<file path="config.mk">
export PLATFORM = sky130hd
export DESIGN_NAME = prog_clk_divider
export DESIGN_NICKNAME = d
export VERILOG_FILES = /design/src/rtl/clk_div_pkg.sv /design/src/rtl/div_reload_ctrl.sv /design/src/rtl/prog_clk_divider.sv
export SDC_FILE = /design/constraint.sdc
export NUM_CORES = 1
export LEC_CHECK = 0
export ABC_CLOCK_PERIOD_IN_PS = 5700
export BUFFER_PORTS_ARGS = -buffer_cell sky130_fd_sc_hd__buf_4
export CAP_MARGIN = 20
export CORE_ASPECT_RATIO = 0.8
export CORE_MARGIN = 5
export CORE_UTILIZATION = 59
export CTS_CLUSTER_SIZE = 12
export DETAILED_ROUTE_END_ITERATION = 7
export PLACE_DENSITY = 0.78
export SYNTH_ARGS = -nofsm -noshare
export SYNTH_HDL_FRONTEND = slang
export SYNTH_SLANG_ARGS = --single-unit
</file>
<file path="constraint.sdc">
create_clock -name clock -period 5.7 [get_ports clock]
set_input_delay 0.57 -clock clock [delete_from_list [all_inputs] [get_ports clock]]
set_output_delay 0.57 -clock clock [all_outputs]
set_load 0.02 [all_outputs]
</file>
<file path="src/rtl/clk_div_pkg.sv">
// Shared definitions for the programmable clock divider and the board top.
package clk_div_pkg;

    // Output shape selector for clk_out.
    typedef enum logic {
        DIV_SQUARE = 1'b0,
        DIV_PULSE  = 1'b1
    } div_mode_e;

    // Defaults: 50 MHz system clock divided down to 1 Hz.
    localparam int unsigned CLK_DIV_WIDTH   = 26;
    localparam int unsigned CLK_DIV_DEFAULT = 50_000_000;

endpackage : clk_div_pkg

</file>
<file path="src/rtl/div_reload_ctrl.sv">
// Pending-divisor holder: captures div_in on div_load and releases it to the
// active divisor only at a period boundary, so the output never glitches.
module div_reload_ctrl
    import clk_div_pkg::*;
#(
    parameter int unsigned WIDTH = CLK_DIV_WIDTH
) (
    input  logic             clock,
    input  logic             rst,
    input  logic             div_load,
    input  logic [WIDTH-1:0] div_in,
    input  logic             boundary,
    output logic [WIDTH-1:0] pend_div,
    output logic             pend_valid,
    output logic             apply
);

    // A pending value is handed over on any boundary edge.
    always_comb begin
        apply = pend_valid && boundary;
    end

    // Capture new loads; a load on an apply edge re-arms with the new value
    // while the top takes the old one, so the last load always wins.
    always_ff @(posedge clock) begin
        if (rst) begin
            pend_div   <= '0;
            pend_valid <= 1'b0;
        end else if (div_load) begin
            pend_div   <= div_in;
            pend_valid <= 1'b1;
        end else if (apply) begin
            pend_valid <= 1'b0;
        end
    end

endmodule : div_reload_ctrl

</file>
<file path="src/rtl/prog_clk_divider.sv">
// Fully synchronous programmable divider: produces a one-cycle tick per period
// and a registered square or pulse clk_out from a run-time divisor.
module prog_clk_divider
    import clk_div_pkg::*;
#(
    parameter int unsigned WIDTH       = CLK_DIV_WIDTH,
    parameter int unsigned DEFAULT_DIV = CLK_DIV_DEFAULT
) (
    input  logic             clock,
    input  logic             rst,
    input  logic             en,
    input  logic             mode,
    input  logic [WIDTH-1:0] div_in,
    input  logic             div_load,
    input  logic             sync,
    output logic             clk_out,
    output logic             tick,
    output logic             div_pending
);

    localparam logic [WIDTH-1:0] ONE = WIDTH'(1);

    logic [WIDTH-1:0] cnt;
    logic [WIDTH-1:0] div_act;
    logic [WIDTH-1:0] pend_div;
    logic [WIDTH-1:0] div_next;
    logic             pend_valid;
    logic             apply;
    logic             idle;
    logic             last;
    logic             boundary;
    div_mode_e        mode_sel;

    // Period bookkeeping derived from the current counter and divisor.
    always_comb begin
        mode_sel = div_mode_e'(mode);
        idle     = (div_act == '0);
        // >= keeps the counter recoverable if a smaller divisor was applied
        // while paused with cnt beyond its new range.
        last     = !idle && (cnt >= div_act - ONE);
        boundary = !en || idle || sync || last;
        div_next = apply ? pend_div : div_act;
    end

    div_reload_ctrl #(
        .WIDTH(WIDTH)
    ) u_reload (
        .clock      (clock),
        .rst        (rst),
        .div_load   (div_load),
        .div_in     (div_in),
        .boundary   (boundary),
        .pend_div   (pend_div),
        .pend_valid (pend_valid),
        .apply      (apply)
    );

    assign div_pending = pend_valid;

    // Counter, active divisor and registered outputs.
    always_ff @(posedge clock) begin
        if (rst) begin
            cnt     <= '0;
            div_act <= WIDTH'(DEFAULT_DIV);
            clk_out <= 1'b0;
            tick    <= 1'b0;
        end else begin
            if (apply) begin
                div_act <= pend_div;
            end
            if (!en) begin
                tick <= 1'b0;
            end else if (sync) begin
                cnt     <= '0;
                tick    <= 1'b0;
                clk_out <= (mode_sel == DIV_SQUARE) && (div_next == ONE);
            end else if (idle) begin
                cnt     <= '0;
                tick    <= 1'b0;
                clk_out <= 1'b0;
            end else begin
                cnt     <= last ? '0 : cnt + ONE;
                tick    <= last;
                clk_out <= (mode_sel == DIV_PULSE) ? last : (cnt >= (div_act >> 1));
            end
        end
    end

endmodule : prog_clk_divider

</file>
Yosys cells after proc, flatten, opt, wreduce, memory -nomap -nowiden
Index checks and enable logic that the tools add are counted.
{ "classes": {"n_mux": 9, "n_lt_le_gt_ge": 2, "n_addsub": 2, "shifts": 0, "div_mod_pow": 0, "reduce_logical": 11, "n_eq_ne": 1, "n_mul": 0, "bitwise": 2} }
{ "ops": {"columns": ["cell", "n"], "rows": [
  ["$mux 26", 4],
  ["$add 26x1->26 const B", 1],
  ["$eq 26x1->1 const B", 1],
  ["$ge 26x25->1", 1],
  ["$ge 26x26->1", 1],
  ["$logic_not 26->1", 1],
  ["$sub 26x1->26 const B", 1],
  ["$mux 1", 5],
  ["$reduce_or 4->1", 1],
  ["$logic_and 1x1->1", 3],
  ["$logic_or 1x1->1", 3],
  ["$logic_not 1->1", 2],
  ["$not 1->1", 2],
  ["$reduce_bool 2->1", 1]
]} }
{ "word_totals": {"latch_bits": 0, "ram_bits": 0, "n_memories": 0, "ff_bits": 81, "elab_cells": 33, "rom_bits": 0, "in_bits": 32, "output_inout_bits": 3} }

Logic depth before layout (Yosys ltp)
Gate-level depths: netlist of run 1.
{ "depth": {"depth_word": 9, "mapped_depth": 19, "ltp_nobuf": 17} }

Hierarchy
Synthesis of run 1 repeated with hierarchy kept, for this count alone.
{ "hier_totals": {"hier_cells": 596, "hier_area_um2": 5109.9} }
{ "modules_own_cells": {"columns": ["module", "instances", "cells_each", "area_per_inst_um2", "seq_area_each_um2"], "rows": [
  ["prog_clk_divider", 1, 507, 4124.0, 1081.0],
  ["div_reload_ctrl", 1, 89, 985.9, 540.5]
]} }

Least setup slack after synthesis of run 1
OpenSTA, ideal clock, no wires.
{ "synth_path": {"path_kind": "reg2reg", "startpoint": "register div_act[2]", "endpoint": "register cnt[13]", "required_time_ns": 5.609, "period_less_slack_ns": 3.885, "arrival_time_ns": 3.794, "setup_ns": 0.091, "path_slack_ns": 1.815, "path_buffers": 2, "stages_incl_launch_ff": 19, "path_cell_list": "dfxtp_1 -> nor4_1 -> nand4_1 -> nor3_2 -> nand2_1 -> nor3_2 -> nand2_1 -> nor3_1 -> xnor2_1 -> ha_1 -> a21o_1 -> a21o_1 -> a211oi_1 -> nand3_1 -> nor2_1 -> buf_2 -> buf_2 -> a21oi_1 -> a311oi_1"} }
{ "synth_via": {"elab_chain_len": 6, "elab_cells_between_ends": 8, "classes_between": "1 x add/sub; 1 x order compare; 3 x mux; 3 x reduce/logical"} }
{ "synth_lines": {"columns": ["item", "line", "text"], "rows": [
  ["start: declaration", "prog_clk_divider.sv:24", "logic [WIDTH-1:0] div_act;"],
  ["start signal: assignment", "prog_clk_divider.sv:64", "div_act <= WIDTH'(DEFAULT_DIV);"],
  ["start signal: assignment", "prog_clk_divider.sv:69", "div_act <= pend_div;"],
  ["$sub 26x1->26 or $logic_not 26->1 (tied branches)", "prog_clk_divider.sv:40, prog_clk_divider.sv:37", null],
  ["$ge 26x26->1 or $logic_not 1->1 (tied branches)", "prog_clk_divider.sv:40", "last = !idle && (cnt >= div_act - ONE);"],
  ["$logic_and 1x1->1", "prog_clk_divider.sv:40", null],
  ["$mux 26", "prog_clk_divider.sv:82", "cnt <= last ? '0 : cnt + ONE;"],
  ["$mux 26 *", "prog_clk_divider.sv:77", "end else if (idle) begin"],
  ["$mux 26 *", "prog_clk_divider.sv:73", "end else if (sync) begin"],
  ["end signal: assignment", "prog_clk_divider.sv:82", null],
  ["end: declaration", "prog_clk_divider.sv:23", "logic [WIDTH-1:0] cnt;"]
]} }
Every way passes the cells marked *; elsewhere a longest branch is shown, timed or not.
A chain may end at the register's enable or synchronous reset.

Final worst setup path of run 1
{ "layout_path": {"startpoint": "register div_act[2]", "endpoint": "register cnt[14]"} }
The elaborated chain is that of the path after synthesis.

==> results of run 1 <==
## worst max path at each step
stage	start	endpoint	slack (ns)	cells after the start
final	div_act[2]$_SDFF_PP0_	cnt[14]$_SDFFE_PP0P_	0.85	18
after global routing	div_act[2]$_SDFF_PP0_	cnt[14]$_SDFFE_PP0P_	0.36	18
after CTS	div_act[2]$_SDFF_PP0_	cnt[14]$_SDFFE_PP0P_	0.92	18
after detailed placement	div_act[2]$_SDFF_PP0_	cnt[14]$_SDFFE_PP0P_	0.94	18
after global placement	div_act[2]$_SDFF_PP0_	cnt[14]$_SDFFE_PP0P_	1.13	18
after floorplan	div_act[2]$_SDFF_PP0_	cnt[13]$_SDFFE_PP0P_	1.82	18
## flip-flops by register name, summed over array words and instances (netlist names)
| signal | flops |
|---|---|
| clk_out | 1 |
| cnt | 26 |
| div_act | 26 |
| tick | 1 |
| u_reload.pend_div | 26 |
| u_reload.pend_valid | 1 |
## through the flow
stage          cells  cell area, sq um  util, %  setup slack, ns  power [W]
6_report         711              5450     67.6            0.847    0.00116
5_1_grt          711              5450     67.6            0.356    0.00122
4_1_cts          711              5450     67.6            0.924    0.00117
3_5_place_dp     695              5270     65.4            0.940   0.000776
3_3_place_gp     695              5270     65.4             1.13   0.000767
2_1_floorplan    575              4960        -             1.82   0.000728
## per-layer routing
metal / vias to the layer above / wire [microns]
li1: 2131 / -
met1: 2003 / 5560
met2: 156 / 5310
met3: 23 / 767
met4: 0 / 230
met5: - / 0
## cell families after synthesis
family	after synthesis	share of synthesized area [%]
AO/OA/AOI/OAI	112	15.7
XOR/XNOR	24	4.24
adder cells (fa/ha/maj)	54	13.6
buffers and inverters	67	5.57
flip-flops	81	32.7
multiplexers	40	8.07
AND/OR/NAND/NOR	197	20.1
## tightest hold or removal path: cells and delay by family
family                 cells  cell delay (ns)
buffers and inverters      1             0.07
multiplexers               1             0.05
AND/OR/NAND/NOR            1             0.07
## placed cells by master (no fill, tap or decap), drive strengths merged, types with 2 or more instances in the layout
cell type,n
and4,3
nor2,78
inv,43
nor3,16
a21o,13
clkinvlp,3
nand2,25
mux2i,40
a211oi,5
and3,9
nor2b,2
dfxtp,81
a211o,12
clkbuf,10
nor4,10
o221ai,2
or2,2
nand4,13
a311oi,24
buf,38
ha,54
a31oi,2
and2,3
a41oi,3
xnor2,24
nand2b,3
a21oi,33
or3,13
o21ai,13
nand3,13
nor4b,3
## power breakdown
part	internal [W]	leakage (nW)	total, W	switching, W
registers	0.000587	0.662	0.000611	0.0000247
clock network	0.000164	0.0810	0.000392	0.000228
logic	0.0000705	1.71	0.000155	0.0000843
total	0.000821	2.46	0.00116	0.000337
## layout make-up
| type | instances | area [sq um] |
|---|---|---|
| multi-input cells | 427 | 3070 |
| fillers | 692 | 2610 |
| flip-flops and latches | 81 | 1620 |
| repair buffers | 38 | 285 |
| inverters | 41 | 154 |
| well taps | 108 | 135 |
| clock buffers | 10 | 128 |
| clock inverters | 6 | 51.3 |
==> impl_results.md, run 1 <==
- Met2 usage: 36.9%
- Avg WL per Cell: 16.7 microns
- Antenna viol nets, final: 0
- Share of the synthesized area in the top cell type: 32.7%
- Clk root buf: clkbuf_8
- Skew final: 0.0146 ns
- Drt via density: 6.07
- H-Tree Depth: 3
- IO Port Bufs: 34
- Max_cap viols: 0
- Largest net degree at the start of global routing: 82
- P per Cell Area: 213 mW/mm^2
- Leak Pwr: 2.46 nW
- RSZ-0062 raised after global routing: no
- Bufs and invs on worst path: 2
- # resized after CTS: 0
- Worst-path clk slew: 0.09 ns
- CP endpoint kind: flop
- Die span in y: 92.0 microns
- Max incr delay on CP: 0.53 ns
- Die area: 0.0104 sq mm
- Worst slew pin tran: 0.808 ns
- Initial core utilization: 61.6%
- M1 GR Usage: 32.9%
- Clock Tree Buf Depth: 2
- Core region area: 0.00806 sq mm
- Post-Syn Nets: 661
- CP max FO: 17
- Startpoint types: flop
- Final Setup Violations: 0
- DP Wirelength: 8850 microns
- Sequential area share after synthesis: 32.7%
- # nets final: 684
- Synth area leaders: dfxtp_1 (33%), ha_1 (14%), mux2i_1 (8.1%)
- Async SR Flop Fraction: 0%
- Hold Path Depth: 3
- #FFs+latches synth: 81
- Fin crit share: 85.1%
- Layout cell share with drive strength beyond 1: 10.3%
- Count leader, synth: dfxtp_1
- Hold WS: 0.443 ns
- # IOs: 35
- Crit-path slowest cell: nor4_1
- Status: finished, final reports clean
- Initial DRT Pass Iterations: 8
- Critical Path AT: 5.12 ns
- Number of global-route vias before repair: 4182
- Post-synth EDFFs: 0
- Avg Cell Area, Syn: 8.63 sq um
- Final RePlAce weighted congestion: 0.903
- Fin. max-slew vios: 0
- Post-Route WL: 11900 microns
- Final hold vios: 0
- Critical path's top delay family: simple AND/OR/NAND/NOR gates
- Total GRT Usage: 23.8%
- Hold EP: u_reload.pend_div[1]$_SDFFE_PP0P_
- Worst VDD drop: 0.194 mV
- Num rows: 29
- Hold Path Origin: div_in[1]
- Grt total ovfl: 0
- Post-CTS Setup Bufs: 0
- Area Overhead vs Synth: 9.81%
- Crit-path cells: nor4_1, nand4_1, nor3_2, nand2_1, nor3_2, nand2_1, nor3_1, xnor2_1, ha_1, a21o_1, a21o_1, a211oi_1, nand3_1, buf_4, nor2_2, buf_4, a41oi_1, a311oi_1
- Top cells by count, synth: dfxtp_1 (81), nor2_1 (78), ha_1 (54), inv_1 (41), mux2i_1 (40)
- Largest area contributor in the netlist: dfxtp_1
- Routed vias: 4313
- Synth unique cells: 47
- Post-Syn Area: 0.00496 sq mm
- Syn Inst Count: 575
- Drt drc: 0
- Most Crowded Layer GR: met2
- Post-CTS Hold Fix Bufs: 0
- CTS tree: built
- Die W: 113 microns
- Worst EP required: 5.96 ns
- Worst-Skew Late Latency: 0.36 ns
- Post-route setup TNS: 0 ns
- Yosys warnings: 0
- Antenna violations before repair: 0
- Worst R2R End: cnt[14]$_SDFFE_PP0P_
- Drt initial violations: 358
- Hold crit path type: in2reg
- CTS Buf Count: 9
- Top_reg_cell synth: dfxtp_1
- Peak Freq: 206 MHz
- R2r worst-path depth: 18
- Final Critical Period: 4.85 ns
- Reg2reg start: div_act[2]$_SDFF_PP0_
- Reg-to-reg slack, setup: 0.85 ns
- Relative slew slack: 46.1%
- Global-route wire length before repair: 20100 microns
- Clock sink count: 81
- N_diodes: 0
- Met3 usage: 5.00%
- Setup CP Type: reg2reg
Note: power is estimated with default switching activity, not from simulation.
==> run 2, diff against run 1 <==
--- a/config.mk
+++ b/config.mk
@@ -13,6 +13,7 @@
 export CORE_UTILIZATION = 59
 export CTS_CLUSTER_SIZE = 12
 export DETAILED_ROUTE_END_ITERATION = 7
+export GPL_TIMING_DRIVEN = 0
 export PLACE_DENSITY = 0.78
 export SYNTH_ARGS = -nofsm -noshare
 export SYNTH_HDL_FRONTEND = slang
==> run 2 against run 1 <==
Clock skew down 0.0047 ns. Count of clock-buffer cells in the layout down 1. Setup slack got worse by 0.14 ns. Clock power grew 8.4%. Final cell count grew 2.7%. Sequential power hardly changed. Via count increased by 3.7%. Fmax shrank 2.8%. Utilization is 0.99 points higher. Worst hold slack lost 0.013 ns. Design area grew 1.5%.
==> impl_results.md, run 2 (synthesis results as in run 1) <==
- Status: finished, final reports clean
- Fin crit share: 87.6%
- Num rows: 29
- Final hold vios: 0
- Final Setup Violations: 0
- N_diodes: 0
- Worst slack at placement: 0.754 ns
- Die span in y: 92.0 microns
- Worst EP required: 5.97 ns
- CTS Buf Count: 9
- Met3 usage: 6.18%
- Worst-path clk slew: 0.09 ns
- Core region area: 0.00806 sq mm
- Max incr delay on CP: 0.54 ns
- # IOs: 35
- Layout cell share with drive strength beyond 1: 10.1%
- IO Port Bufs: 32
- H-Tree Depth: 3
- RSZ-0062 raised after global routing: no
- Initial core utilization: 61.6%
- Clk root buf: clkbuf_8
- Routed vias: 4471
- Fin. max-slew vios: 0
- CP endpoint kind: flop
- # nets final: 704
- Post-Route WL: 12500 microns
- Hold crit path type: in2reg
- Reg-to-reg slack, setup: 0.71 ns
- Total GRT Usage: 24.4%
- Area Overhead vs Synth: 11.4%
- Worst VDD drop: 0.271 mV
- Commonest cells after routing, fill and taps aside: dfxtp_1 (81), nor2_1 (78), ha_1 (54)
- Regs by FF count: cnt (26), div_act (26), u_reload.pend_div (26)
- M1 GR Usage: 32.8%
- Post-CTS Hold Fix Bufs: 0
- P per Cell Area: 216 mW/mm^2
- Leak Pwr: 2.50 nW
- Crit-path cells: nor4_1, nand4_1, nor3_2, nand2_1, nor3_2, nand2_1, nor3_1, xnor2_1, ha_1, a21o_1, a21o_1, a211oi_1, nand3_1, nor2_1, buf_2, buf_2, nand2_1, a311oi_1
- Max_cap viols: 0
- Hold Path Depth: 3
- Critical Path AT: 5.27 ns
- Placement-stage cell area: 0.00534 sq mm
- Setup CP Type: reg2reg
- Sw Pwr: 0.000333 W
- Final Critical Period: 4.99 ns
- Most common cell on crit path: nand2_1
- Post-route setup TNS: 0 ns
- Skew final: 0.00982 ns
- Most Crowded Layer GR: met2
- R2r worst-path depth: 18
- Grt total ovfl: 0
- Relative slew slack: 56.3%
- Clock Tree Buf Depth: 2
- Antenna violations before repair: 0
- DP Wirelength: 9580 microns
- Worst-Skew Late Latency: 0.37 ns
- CP max FO: 10
- # resized after CTS: 0
- Drt initial violations: 339
- Fin worst setup slack: 0.705 ns
- Final instance area: 0.00553 sq mm
- Die area: 0.0104 sq mm
- Clk pwr share: 35.6%
- Post-CTS Setup Bufs: 0
- Die W: 113 microns
- Sequential Power Share: 51.1%
- Drt drc: 0
- Largest net degree at the start of global routing: 15
- Antenna viol nets, final: 0
- Startpoint types: flop
- Sw frac: 27.9%
- Commonest non-fill, non-tap cell in the layout: dfxtp_1
- Worst slew pin tran: 0.656 ns
- Global-route wire length before repair: 20400 microns
- Logic pwr share: 13.3%
- CTS tree: built
- Crit-path slowest cell: nor4_1
- Clock sink count: 81
- Final RePlAce weighted congestion: 0.905
- Internal cell power: 0.000862 W
- Avg WL per Cell: 17.1 microns
- Number of global-route vias before repair: 4225
- Peak Freq: 200 MHz
- Met2 usage: 39.5%
- Initial DRT Pass Iterations: 5
- Drt via density: 6.12
[run 2: critical path, delay by kind of cell, from the launching register on]
kind | cells | cell delay [ns]
adder cells (fa/ha/maj) | 1 | 0.26
AO/OA/AOI/OAI | 4 | 0.90
flip-flops | 1 | 0.37
buffers and inverters | 2 | 0.57
AND/OR/NAND/NOR | 10 | 2.63
XOR/XNOR | 1 | 0.16
[run 2: final timing paths]
| check | from | to |
|---|---|---|
| worst max register to register | div_act[2]$_SDFF_PP0_ | cnt[8]$_SDFFE_PP0P_ |
| worst max-delay path | div_act[2]$_SDFF_PP0_ | cnt[8]$_SDFFE_PP0P_ |
| worst min-delay path | div_in[17] | u_reload.pend_div[17]$_SDFFE_PP0P_ |
| worst min register to register | div_act[6]$_SDFF_PP0_ | div_act[6]$_SDFF_PP0_ |
[run 2: layer usage]
metal	vias up	wire, microns	part of all wire [%]
li1	2178	-	-
met2	160	5580	45
met3	26	893	7.2
met1	2107	5800	46
met4	0	212	1.7
met5	-	0	0
[run 2: layout make-up]
class | count | area, sq um
clock buffer | 9 | 124
multi-input combinational | 427 | 3060
buffer | 26 | 123
timing repair buffer | 32 | 240
tap | 108 | 135
sequential | 81 | 1620
inverter | 41 | 154
clock inverter | 6 | 67.6
fill | 669 | 2530
[run 2: through the flow]
step           hold slack, ns  util, %  instances  power [W]
4_1_cts                 0.420     68.6        730    0.00120
5_1_grt                 0.427     68.6        730    0.00125
2_1_floorplan           0.464        -        575   0.000728
3_3_place_gp            0.476     66.2        715   0.000773
6_report                0.430     68.6        730    0.00120
3_5_place_dp            0.500     66.2        715   0.000781
[run 2: power groups by stage]
stage	combinational, W	clock [W]	sequential [W]
2_1_floorplan	0.000111	0	0.000617
3_3_place_gp	0.000151	0	0.000622
3_5_place_dp	0.000158	0	0.000623
4_1_cts	0.000159	0.000433	0.000610
5_1_grt	0.000177	0.000458	0.000614
6_report	0.000160	0.000425	0.000611
